File: config.mk
export PLATFORM = sky130hd
export DESIGN_NAME = parallel_or_gather
export DESIGN_NICKNAME = d
export VERILOG_FILES = /design/src/rtl/parallel_or_gather.sv
export SDC_FILE = /design/constraint.sdc
export NUM_CORES = 1
export LEC_CHECK = 0
export ABC_AREA = 1
export CORE_AREA = 5 5 42 44
export DETAILED_ROUTE_END_ITERATION = 10
export DIE_AREA = 0 0 47 49
export PLACE_DENSITY = 0.59
export REMOVE_ABC_BUFFERS = 1
export SLEW_MARGIN = 5
export SYNTH_ARGS = -nofsm -noshare
export SYNTH_HDL_FRONTEND = slang
export SYNTH_SLANG_ARGS = --single-unit
File: constraint.sdc
create_clock -name clk -period 1.3 [get_ports clk]
set_input_delay 0.325 -clock clk [delete_from_list [all_inputs] [get_ports clk]]
set_output_delay 0.325 -clock clk [all_outputs]
set_load 0.02 [all_outputs]
File: src/rtl/parallel_or_gather.sv
// parallel_or_gather: packs WAY beats of WIRE bits into a frame laid out for per-wire OR reduction
module parallel_or_gather #(
  parameter  int WAY  = 2,
  parameter  int WIRE = 2,
  localparam int SIZE = WAY * WIRE,
  localparam int CW   = $clog2(WAY + 1)
) (
  input  logic            clk,
  input  logic            reset,
  input  logic [WIRE-1:0] in_data,
  input  logic            in_valid,
  output logic            in_ready,
  input  logic            flush,
  output logic [SIZE-1:0] out_data,
  output logic            out_valid,
  input  logic            out_ready,
  output logic [CW-1:0]   out_count
);
  typedef enum logic [1:0] {EMPTY, FILL, FULL} state_t;
  state_t          state_q, state_d;
  logic [SIZE-1:0] data_q, data_d;
  logic [CW-1:0]   count_q, count_d;
  logic            acc;
  assign in_ready  = state_q != FULL;
  assign out_valid = state_q == FULL;
  assign out_data  = data_q;
  assign out_count = count_q;
  assign acc       = in_valid && in_ready;
  // next state: scatter the beat into column count_q, close on last beat or flush, clear on transfer
  always_comb begin
    state_d = state_q;
    data_d  = data_q;
    count_d = count_q;
    if (acc) begin
      for (int i = 0; i < WIRE; i++)
        for (int k = 0; k < WAY; k++)
          if (count_q == CW'(k)) data_d[i*WAY+k] = in_data[i];
      count_d = count_q + CW'(1);
      state_d = (count_q == CW'(WAY - 1) || (flush && state_q == FILL)) ? FULL : FILL;
    end else if (flush && state_q == FILL) begin
      state_d = FULL;
    end else if (state_q == FULL && out_ready) begin
      state_d = EMPTY;
      data_d  = '0;
      count_d = '0;
    end
  end
  // state register; reset discards any partial or held frame
  always_ff @(posedge clk or posedge reset) begin
    if (reset) begin
      state_q <= EMPTY;
      data_q  <= '0;
      count_q <= '0;
    end else begin
      state_q <= state_d;
      data_q  <= data_d;
      count_q <= count_d;
    end
  end
endmodule

# Yosys cells after proc, flatten, opt, wreduce, memory -nomap -nowiden
# Index checks and enable logic that the tools add are counted.
[totals]
reg_bits = 8
in_bits = 7
out_inout_bits = 8
word_cells = 35
[op_classes]
n_addsub = 1
n_eq_ne = 7
mux = 13
reduce_logical = 10
[ops]
columns = ["op", "n"]
rows = [
  ["two-way mux 2 bit", 6],
  ["two-way mux 4 bit", 3],
  ["AND reduction 3 bit", 2],
  ["equality test 2 x 1 -> 1 bit (second input constant)", 2],
  ["two-way mux 1 bit", 4],
  ["!= test 2 x 1 -> 1 bit (second input constant)", 2],
  ["!= test 2 bit (second input constant)", 2],
  ["logical AND 1 bit", 3],
  ["nonzero test 3 bit", 1],
  ["adder 2 x 1 -> 2 bit (second input constant)", 1],
  ["equality test 2 bit (second input constant)", 1],
  ["zero test 2 bit", 1],
  ["AND reduction 2 bit", 1],
  ["nonzero test 2 bit", 1],
  ["logical OR 1 bit", 1],
]

# Longest topological paths before layout
[logic_depth]
word_depth = 5
mapped_depth = 6
depth_no_buf = 6

# Worst setup path before layout
# Ideal clock, no wire load.
[synth_path]
path_type = "register -> register"
startpoint = "register count_q[0] (netlist: out_count[0])"
endpoint = "register data_q[0] (netlist: out_data[0])"
setup_ps = 117
arrival_time_ps = 1001
required_ps = 1183
path_slack_ps = 182
path_stages_with_launch = 7
n_path_buf = 0
cell_sequence = "dfrtp_1 > inv_1 > ha_1 > nand3_2 > nand2_1 > nand2_1 > nand2_1"
[synth_via]
elab_chain_len = 3
[synth_lines]
columns = ["element", "line_no", "rtl"]
rows = [
  ["start: declaration", "22", "logic [CW-1:0] count_q, count_d;"],
  ["start signal: assignment", "57", "count_q <= count_d;"],
  ["zero test 2 bit", "37", "if (count_q == CW'(k)) data_d[i*WAY+k] = in_data[i];"],
  ["!= test 2 x 1 -> 1 bit (no source line)", "-", ""],
  ["AND reduction 3 bit (no source line)", "-", ""],
  ["end signal: assignment", "56", "data_q <= data_d;"],
  ["end: declaration", "21", "logic [SIZE-1:0] data_q, data_d;"],
]
# No other way between the ends.
# A chain may end at the register's enable or synchronous reset.

# Worst setup path in the final report
[layout_path]
startpoint = "register data_q[3] (netlist: out_data[3])"
endpoint = "output port out_data[3]"
[layout_rtl]
columns = ["element", "line_no", "rtl"]
rows = [
  ["end: declaration", "14", "output logic [SIZE-1:0] out_data,"],
]
# No word-level cell between the ends.

==> reports/metrics.yaml <==
syn_avg_cell_area_um2: 8.44
grt_first_pass_wirelength_um: 1560
num_antenna_cells: 0
status: "finished, final reports clean"
cts_buffers: 3
crit_type: "flip-flop to primary output"
crit_path_top_delay_cell: "dfrtp_1"
drtPass1Iterations: 4
postPlaceCellArea_um2: 621
ios: 15
via_per_inst: 4.43
seqCellArea_um2: 200
grt_pass1_vias: 372
grt_usage: 0.0950
cts_tree: "built"
antenna_found_initial: 0
crit_fanout: 2
fin_cells: 90
drive_gt1_frac: 0.270
pre_cts_slack_ps: -173
syn-instance-count: 51
core-area_um2: 1400
fin_area_um2: 653
worstPathRequired_ps: 980
rsz0062_at_grt: "false"
finalCritPeriodShare: 0.970
period_needed_ps: 1260
cts_sinks: 8
cts_buffer_depth: 2
vias: 399
final_cell_mix: "15 x nand2_1, 8 x dfrtp_1"
hold_ws_ps: 309
slowest_delay_ps: 390
syn-cell-area_um2: 430
critical_path.top_delay_family: "flip-flops"
tightest_slew_ps: 309
htreeDepth: 1
relSlewSlack: 0.793
fin_worst_skew_ps: 4.32
end_kind: "primary output"
routedWlPerCell_um: 10.2
die_h_um: 49
fin_nets: 85
setup_viol: 0
leakage_nw: 0.364
cts-root-buf: "clkbuf_4"
fin_ws_ps: 38.5
cp_num_buf_inv: 1
nFillCells: 150
dpl.hpwl_um: 747
cts_hold_buf: 0
die_x_um: 47
area_growth_pct: 51.7
insertion_delay_ps: 260
gp_congestion: 0.723
dp_cells: 85
io_buffers: 14
cp_cell_sequence: "clkdlybuf4s15_1"
std_cell_rows: 14
yosysSeqAreaShare: 0.465
totalWireLength_um: 915
cp.arrival_ps: 940
ir_drop_v: 0.000909
p_per_area_nw_per_um2: 2230
ant_nets: 0
cp-start-kind: "flip-flop"
die_area_um2: 2300
start_util: 0.307
final_common_cell: "nand2_1"
drt_iter0_drc: 11
multiInputGateArea_um2: 200
hold_viol: 0
drv_cap: 0
slew_viol_final: 0
ys_types: 10
drc: 0
ys_warn_count: 0
grt-ovfl-total: 0
grt_start_max_net_pins: 9
fin_tns_setup_ps: 0
hold_path.class: "input port to async pin"
fmax_ghz: 0.793
path_clk_slew_ps: 50
ys_seq_elements: 8
-- registers in the layout, indices dropped and copies added, names as in the netlist --
signal	flops
out_data	4
out_count	2
state_q	2
-- stage by stage --
step / util / total power [mW]
after global routing: 0.466 / 1.58
after detailed placement: 0.443 / 1.28
after CTS: 0.448 / 1.40
after floorplan: - / 0.906
after global placement: 0.443 / 1.26
final: 0.466 / 1.45
-- metal layers --
layer	routed length (um)	up-vias	global-route usage	share of wire
met5	0	-	0	0
met4	32	0	0.0691	0.035
met3	89	5	0.0332	0.097
met2	408	15	0.131	0.45
met1	384	171	0.117	0.42
li1	-	208	-	-
-- kinds of logic (layout without fill, tap and decap cells) --
logic type	Yosys count	in the layout	synth area share
compound gates	2	2	0.0407
simple gates	31	31	0.366
buf+inv	8	31	0.0698
fa+ha+maj	2	2	0.0581
flops	8	8	0.465
-- power breakdown --
group | total [mW] | switching (mW) | internal (mW)
registers | 0.414 | 0.0623 | 0.352
logic | 0.851 | 0.466 | 0.385
clock network | 0.190 | 0.0842 | 0.106
total | 1.45 | 0.612 | 0.843
-- layout make-up --
| class | instances | area share |
|---|---|---|
| inverter | 8 | 0.0460 |
| timing repair buffer | 20 | 0.276 |
| tap | 16 | 0.0307 |
| sequential | 8 | 0.307 |
| multi-input combinational | 35 | 0.307 |
| clock buffer | 3 | 0.0345 |
-- Yosys cell counts --
library cell   n  area share
nand3_1        6       0.070
o21ai_2        2       0.041
nand3_2        3       0.070
nand2_1       15        0.13
ha_1           2       0.058
dfrtp_1        8        0.47
nand2_4        2       0.052
nor2_1         5       0.044
inv_1          7       0.061
inv_2          1      0.0087
-- timing repair --
item                       4_1_cts  5_1_grt
cloned                           0        0
setup endpoints to repair        8        6
setup buffers                    0        2
gates resized for setup         15        7
-- final timing paths --
check | start | end | slack [ps] | cells after the start
hold reg to reg | out_data[0]$_DFFE_PP0P_ | out_data[0]$_DFFE_PP0P_ | 520 | 2
max in group asynchronous | reset | out_count[0]$_DFFE_PP0P_ | 750 | 2
hold / removal | reset | out_data[1]$_DFFE_PP0P_ | 310 | 2
min in group clk | out_data[0]$_DFFE_PP0P_ | out_data[0]$_DFFE_PP0P_ | 520 | 2
setup / recovery | out_data[3]$_DFFE_PP0P_ | out_data[3] | 40 | 1
setup reg to reg | state_q[0]$_DFFE_PP0P_ | out_count[0]$_DFFE_PP0P_ | 160 | 6
Note: power is estimated with default switching activity, not from simulation.
